[src/rtl/cordic_input_loader_if.sv]
// Handshake and operand bundle between the command source, the CORDIC input loader,
// the CORDIC core and the result output mux.
interface cordic_input_loader_if;
    logic        cmd_valid;
    logic        cmd_ready;
    logic [3:0]  cmd_mode;
    logic [15:0] cmd_x;
    logic [15:0] cmd_y;
    logic [15:0] cmd_angle;
    logic [15:0] core_x0;
    logic [15:0] core_y0;
    logic [15:0] core_z0;
    logic        core_rotate;
    logic        core_start;
    logic        core_done;
    logic [3:0]  select;
    logic        res_valid;
    logic        res_ready;
    logic        err;

    // The loader is the slave of this bundle; the surrounding system is the master.
    modport slave (
        input  cmd_valid, cmd_mode, cmd_x, cmd_y, cmd_angle, core_done, res_ready,
        output cmd_ready, core_x0, core_y0, core_z0, core_rotate, core_start,
               select, res_valid, err
    );

    modport master (
        output cmd_valid, cmd_mode, cmd_x, cmd_y, cmd_angle, core_done, res_ready,
        input  cmd_ready, core_x0, core_y0, core_z0, core_rotate, core_start,
               select, res_valid, err
    );
endinterface

[src/rtl/cordic_input_loader.sv]
// Accepts one-hot CORDIC commands, loads the core's initial vector, supervises the run
// with a timeout, and presents the one-hot result select until downstream consumes it.
module cordic_input_loader #(
    parameter logic [15:0] K       = 16'h009B,
    parameter int          TIMEOUT = 32
) (
    input logic                   clk,
    input logic                   rst,
    cordic_input_loader_if.slave  bus
);
    typedef enum logic [1:0] {IDLE, LOAD, RUN, HOLD} state_t;

    localparam int CW = (TIMEOUT > 1) ? $clog2(TIMEOUT) : 1;

    state_t        state;
    state_t        state_nxt;
    logic [CW-1:0] cnt;
    logic [3:0]    mode_dec;
    logic [3:0]    mode_sel;
    logic          accept;
    logic          timeout_hit;
    logic          err_nxt;
    logic          err_q;
    logic [15:0]   x0_q;
    logic [15:0]   y0_q;
    logic [15:0]   z0_q;
    logic          rotate_q;

    // Lowest set bit wins, so overlapping mode bits resolve to a single operation.
    always_comb begin
        mode_dec = 4'b0000;
        casez (bus.cmd_mode)
            4'b???1: mode_dec = 4'b0001;
            4'b??10: mode_dec = 4'b0010;
            4'b?100: mode_dec = 4'b0100;
            4'b1000: mode_dec = 4'b1000;
            default: mode_dec = 4'b0000;
        endcase
    end

    assign accept      = bus.cmd_valid && (state == IDLE);
    // core_done is excluded here so a done on the last allowed cycle wins over timeout.
    assign timeout_hit = (state == RUN) && !bus.core_done && (cnt == CW'(TIMEOUT - 1));

    // NOTE: every combinational output gets a default first so no path can infer a latch.
    always_comb begin
        state_nxt = state;
        err_nxt   = 1'b0;
        unique case (state)
            IDLE: begin
                if (accept) begin
                    if (mode_dec == 4'b0000) err_nxt   = 1'b1;
                    else                     state_nxt = LOAD;
                end
            end
            LOAD: state_nxt = RUN;
            RUN: begin
                if (bus.core_done) begin
                    state_nxt = HOLD;
                end else if (timeout_hit) begin
                    err_nxt   = 1'b1;
                    state_nxt = IDLE;
                end
            end
            HOLD: begin
                if (bus.res_ready) state_nxt = IDLE;
            end
            default: state_nxt = IDLE;
        endcase
    end

    // NOTE: reset is synchronous and clears every register, so a mid-run reset leaves no stale vector.
    always_ff @(posedge clk) begin
        if (rst) begin
            // NOTE: sequential state uses non-blocking assignments so all registers update together.
            state    <= IDLE;
            cnt      <= '0;
            mode_sel <= 4'b0000;
            err_q    <= 1'b0;
            x0_q     <= 16'h0000;
            y0_q     <= 16'h0000;
            z0_q     <= 16'h0000;
            rotate_q <= 1'b0;
        end else begin
            state <= state_nxt;
            err_q <= err_nxt;

            if (state == LOAD)     cnt <= '0;
            else if (state == RUN) cnt <= cnt + CW'(1);

            if (accept && (mode_dec != 4'b0000)) begin
                mode_sel <= mode_dec;
                if (mode_dec[0] || mode_dec[1]) begin
                    x0_q     <= K;
                    y0_q     <= 16'h0000;
                    z0_q     <= bus.cmd_angle;
                    rotate_q <= 1'b1;
                end else begin
                    x0_q     <= bus.cmd_x;
                    y0_q     <= bus.cmd_y;
                    z0_q     <= 16'h0000;
                    rotate_q <= 1'b0;
                end
            end
        end
    end

    assign bus.cmd_ready   = (state == IDLE);
    assign bus.core_start  = (state == LOAD);
    assign bus.res_valid   = (state == HOLD);
    assign bus.select      = (state == HOLD) ? mode_sel : 4'b0000;
    assign bus.err         = err_q;
    assign bus.core_x0     = x0_q;
    assign bus.core_y0     = y0_q;
    assign bus.core_z0     = z0_q;
    assign bus.core_rotate = rotate_q;
endmodule

[src/flat_wrapper.sv]
// flat-port wrapper written by rule: the top's interface ports become plain ports
module cordic_input_loader_flat 
#(
    parameter logic [15:0] K       = 16'h009B,
    parameter int          TIMEOUT = 32
)
  (clk, rst, bus_cmd_valid, bus_cmd_mode, bus_cmd_x, bus_cmd_y, bus_cmd_angle, bus_core_done, bus_res_ready, bus_cmd_ready, bus_core_x0, bus_core_y0, bus_core_z0, bus_core_rotate, bus_core_start, bus_select, bus_res_valid, bus_err);
  cordic_input_loader_if bus_i ();
  input logic clk;
  input logic rst;
  input wire logic [$bits(bus_i.cmd_valid)-1:0] bus_cmd_valid;
  input wire logic [$bits(bus_i.cmd_mode)-1:0] bus_cmd_mode;
  input wire logic [$bits(bus_i.cmd_x)-1:0] bus_cmd_x;
  input wire logic [$bits(bus_i.cmd_y)-1:0] bus_cmd_y;
  input wire logic [$bits(bus_i.cmd_angle)-1:0] bus_cmd_angle;
  input wire logic [$bits(bus_i.core_done)-1:0] bus_core_done;
  input wire logic [$bits(bus_i.res_ready)-1:0] bus_res_ready;
  output wire logic [$bits(bus_i.cmd_ready)-1:0] bus_cmd_ready;
  output wire logic [$bits(bus_i.core_x0)-1:0] bus_core_x0;
  output wire logic [$bits(bus_i.core_y0)-1:0] bus_core_y0;
  output wire logic [$bits(bus_i.core_z0)-1:0] bus_core_z0;
  output wire logic [$bits(bus_i.core_rotate)-1:0] bus_core_rotate;
  output wire logic [$bits(bus_i.core_start)-1:0] bus_core_start;
  output wire logic [$bits(bus_i.select)-1:0] bus_select;
  output wire logic [$bits(bus_i.res_valid)-1:0] bus_res_valid;
  output wire logic [$bits(bus_i.err)-1:0] bus_err;
  assign bus_i.cmd_valid = bus_cmd_valid;
  assign bus_i.cmd_mode = bus_cmd_mode;
  assign bus_i.cmd_x = bus_cmd_x;
  assign bus_i.cmd_y = bus_cmd_y;
  assign bus_i.cmd_angle = bus_cmd_angle;
  assign bus_i.core_done = bus_core_done;
  assign bus_i.res_ready = bus_res_ready;
  assign bus_cmd_ready = bus_i.cmd_ready;
  assign bus_core_x0 = bus_i.core_x0;
  assign bus_core_y0 = bus_i.core_y0;
  assign bus_core_z0 = bus_i.core_z0;
  assign bus_core_rotate = bus_i.core_rotate;
  assign bus_core_start = bus_i.core_start;
  assign bus_select = bus_i.select;
  assign bus_res_valid = bus_i.res_valid;
  assign bus_err = bus_i.err;
  cordic_input_loader #(.K(K), .TIMEOUT(TIMEOUT)) u_core (.clk(clk), .rst(rst), .bus(bus_i));
endmodule
[config.mk]
export PLATFORM = sky130hd
export DESIGN_NAME = cordic_input_loader_flat
export DESIGN_NICKNAME = d
export VERILOG_FILES = /design/src/rtl/cordic_input_loader_if.sv /design/src/rtl/cordic_input_loader.sv /design/src/flat_wrapper.sv
export SDC_FILE = /design/constraint.sdc
export NUM_CORES = 1
export LEC_CHECK = 0
export ABC_AREA = 1
export ABC_CLOCK_PERIOD_IN_PS = 3250
export CAP_MARGIN = 5
export CORE_AREA = 2 2 80 82
export DETAILED_ROUTE_END_ITERATION = 10
export DIE_AREA = 0 0 82 84
export PLACE_DENSITY_LB_ADDON = 0.25
export SLEW_MARGIN = 10
export SYNTH_ARGS = -nofsm -noshare
export SYNTH_HDL_FRONTEND = slang
export SYNTH_SLANG_ARGS = --single-unit
[constraint.sdc]
create_clock -name clk -period 3.25 [get_ports clk]
set_input_delay 0.975 -clock clk [delete_from_list [all_inputs] [get_ports clk]]
set_output_delay 0.975 -clock clk [all_outputs]
set_load 0.01 [all_outputs]
==> results.tsv <==
stage	metric	value	unit
synthesis	Netlist cell types	21	
critical_path	CP endpoint kind	output port	
cts	H-tree depth	3	
drt	drt total wl	7060	µm
placement	Port-buffer cells	113	
global_route	largest net degree at the start of global routing	57	
hold_path	hold_sp	u_core.mode_sel[3]	
synthesis	syn_area_per_cell	7.01	µm²
final_layout	share of cells above drive strength 1	6.26	%
pwr	maximum vdd ir drop	310	µV
global_route	initial antenna violation count	0	
die	FP Rows	29	
sta	final cycle utilization of the critical path	79.4	%
final_layout	Multi-input gate area	0.00123	mm²
final_layout	fillers	516	
die	Chip Width	82	µm
final_layout	diode count	0	
drt	Via Count	2815	
critical_path	R2R depth	7	
drt	drt first-iter violations	115	
sta	Slew @ Worst Pin	0.649	ns
pwr	share of power burned in the clock network	34.8	%
sta	Worst Clk Skew	0.00968	ns
critical_path	R2R Setup Slk	1.52	ns
critical_path	CP startpoint kind	flop	
sta	Post-Route Setup TNS	0	ns
sta	maximum operating frequency	388	MHz
cts	Max clock buf depth	2	
global_route	Total Routing Usage GR	20.7	%
cts	root buf cell	clkbuf_8	
placement	Final HPWL DP	4930	µm
sta	final slew viol count	0	
critical_path	FF-to-FF Start	u_core.state[0]	
synthesis	synthesized area	0.00271	mm²
die	die height	84	µm
cts	CTS tree	yes	
placement	Placed Area	0.00381	mm²
cts	later-pin clock latency in the skew report	0.33	ns
final_layout	Core Util, Final	66.6	%
cts	CTS Buf Count	9	
critical_path	WP data required	2.27	ns
sta	worst hold margin	0.462	ns
sta	setup violators final	0	
pwr	internal power	1.68	mW
synthesis	Yosys reg bits	61	
final_layout	Layout area overhead	49.5	%
run	Max-cap violations	0	
final_layout	Layout Nets	549	
synthesis	Cells after Synth	387	
pwr	Tot Pwr	2.37	mW
sta	RSZ-0062 raised after global routing	no	
die	full die area	0.00689	mm²
pwr	sequential share of power	37.9	%
run_status	outcome	complete, no violations	
synthesis	Warnings, synthesis	0	
final_layout	register cell area after layout	0.00122	mm²
hold_path	HP Class	reg2reg	
drt	drt wl/cell	12.3	µm
drt	vias per inst	4.92	
sta	clock period minus worst slack	2.58	ns
sta	endpoints failing hold	0	
cts	Sink Count	61	
cts	cts repair resizes	0	
synthesis	post-synth net total	446	
critical_path	critical path class	reg2out	
cts	clock transition at the registers of the reported paths	0.07	ns
hold_path	Hold Path End	u_core.mode_sel[3]	
global_route	Remaining Overflow, GRT	0	
drt	drt drc	0	
hold_path	Hold Path Depth	2	
final_layout	commonest cells after routing, fill and taps aside	clkdlybuf4s50_1 (113), nand2_1 (99), dfxtp_1 (61), nand3_1 (56), a21oi_1 (55)	
pwr	fraction of power consumed by combinational cells	27.2	%
die	I/O Pins	114	
cts	# Post-CTS Setup Buffers	0	
die	Initial Util	44.5	%
synthesis	sequential-to-total area share from yosys stat	45.0	%
cts	# hold bufs at CTS	0	
final_layout	commonest non-fill, non-tap cell in the layout	clkdlybuf4s50_1	
sta	Max-slew headroom	56.7	%
global_route	number of global-route vias before repair	2495	
critical_path	r2r endpoint	u_core.mode_sel[2]	
drt	post-route ant nets	0	
final_layout	Finished Cell Area	0.00406	mm²
pwr	PwrDens	584	mW/mm²
pwr	Sw Ratio	28.9	%
drt	drt pass-1 iters	4	
pwr	sw power	0.685	mW
placement	GP Congestion	0.799	
critical_path	Max FO, Critical Path	6	
critical_path	arrival time worst endpoint	1.60	ns
pwr	P_leak	1.63	nW
die	CORE AREA	0.00610	mm²
global_route	first-pass GRT wire length	11200	µm
## critical path: stages, from the launching register on
cell and delay [ns]:
dfxtp_1 0.41, nand2_1 0.18, nor2_1 0.13, clkdlybuf4s50_1 0.56
## metal layers
layer  wire [µm]  global-route usage, %
met2        3470                   33.7
met4         137                   8.79
met1        3070                   26.0
met3         390                   4.22
met5           0                      0
## area by class of cell
type	instances	share of cell area [%]
inverters	18	1.67
clock buffers	9	3.05
clock inverters	7	3.02
well taps	77	2.37
flip-flops and latches	61	30.1
repair buffers	121	29.4
multi-input cells	279	30.4
## Yosys cell counts
master	number	area share, %
buf_6	7	2.9
nor2_4	1	0.41
nand4_1	1	0.23
nor3_1	3	0.55
ha_1	2	0.92
dfxtp_1	61	45
inv_2	3	0.41
nor2_2	1	0.23
buf_1	2	0.28
buf_4	6	1.7
buf_2	7	1.3
nand2_1	100	14
nor2_1	54	7.5
a21oi_1	55	10
clkbuf_1	7	0.97
clkinv_1	1	0.14
inv_1	14	1.9
xor2_1	1	0.32
o21ai_0	4	0.74
or2_2	1	0.23
nand3_1	56	10
## power groups by stage
stage | combinational (mW) | sequential, mW | clock, mW
final | 0.645 | 0.898 | 0.825
after CTS | 0.651 | 0.897 | 0.841
after global routing | 0.719 | 0.908 | 0.874
after detailed placement | 0.649 | 0.913 | 0
after global placement | 0.638 | 0.910 | 0
after floorplan | 0.334 | 0.948 | 0
## cells by family after synthesis
| family | after synthesis | share of synthesized area (%) |
|---|---|---|
| AO/OA/AOI/OAI | 59 | 10.9 |
| XOR/XNOR | 1 | 0.323 |
| adder cells (fa/ha/maj) | 2 | 0.922 |
| buffers and inverters | 47 | 9.59 |
| flip-flops | 61 | 45.0 |
| AND/OR/NAND/NOR | 217 | 33.3 |
## worst max path at each step
stage	startpoint	endpoint	slack, ns	cells after the start
3_5_place_dp	bus_cmd_valid	u_core.mode_sel[2]	0.41	7
2_1_floorplan	bus_cmd_mode[3]	u_core.bus.core_x0[0]	1.43	6
6_report	u_core.state[0]	bus_select[1]	0.67	3
3_3_place_gp	bus_cmd_valid	u_core.mode_sel[2]	0.48	7
4_1_cts	u_core.state[0]	bus_select[1]	0.66	3
5_1_grt	u_core.state[0]	bus_select[1]	0.53	3
## per-stage QoR
step                worst slack, ns  cells
floorplan                      1.43    387
global placement              0.479    556
detailed placement            0.408    556
CTS                           0.658    572
global route                  0.531    572
finish                        0.671    572
## registers in the layout (all words and copies together) (netlist names)
signal	cells
u_core.bus.core_rotate	1
u_core.bus.core_x0	16
u_core.bus.core_y0	16
u_core.bus.core_z0	16
u_core.bus.err	1
u_core.cnt	5
u_core.mode_sel	4
u_core.state	2
Power figures use the tool's default switching activity.
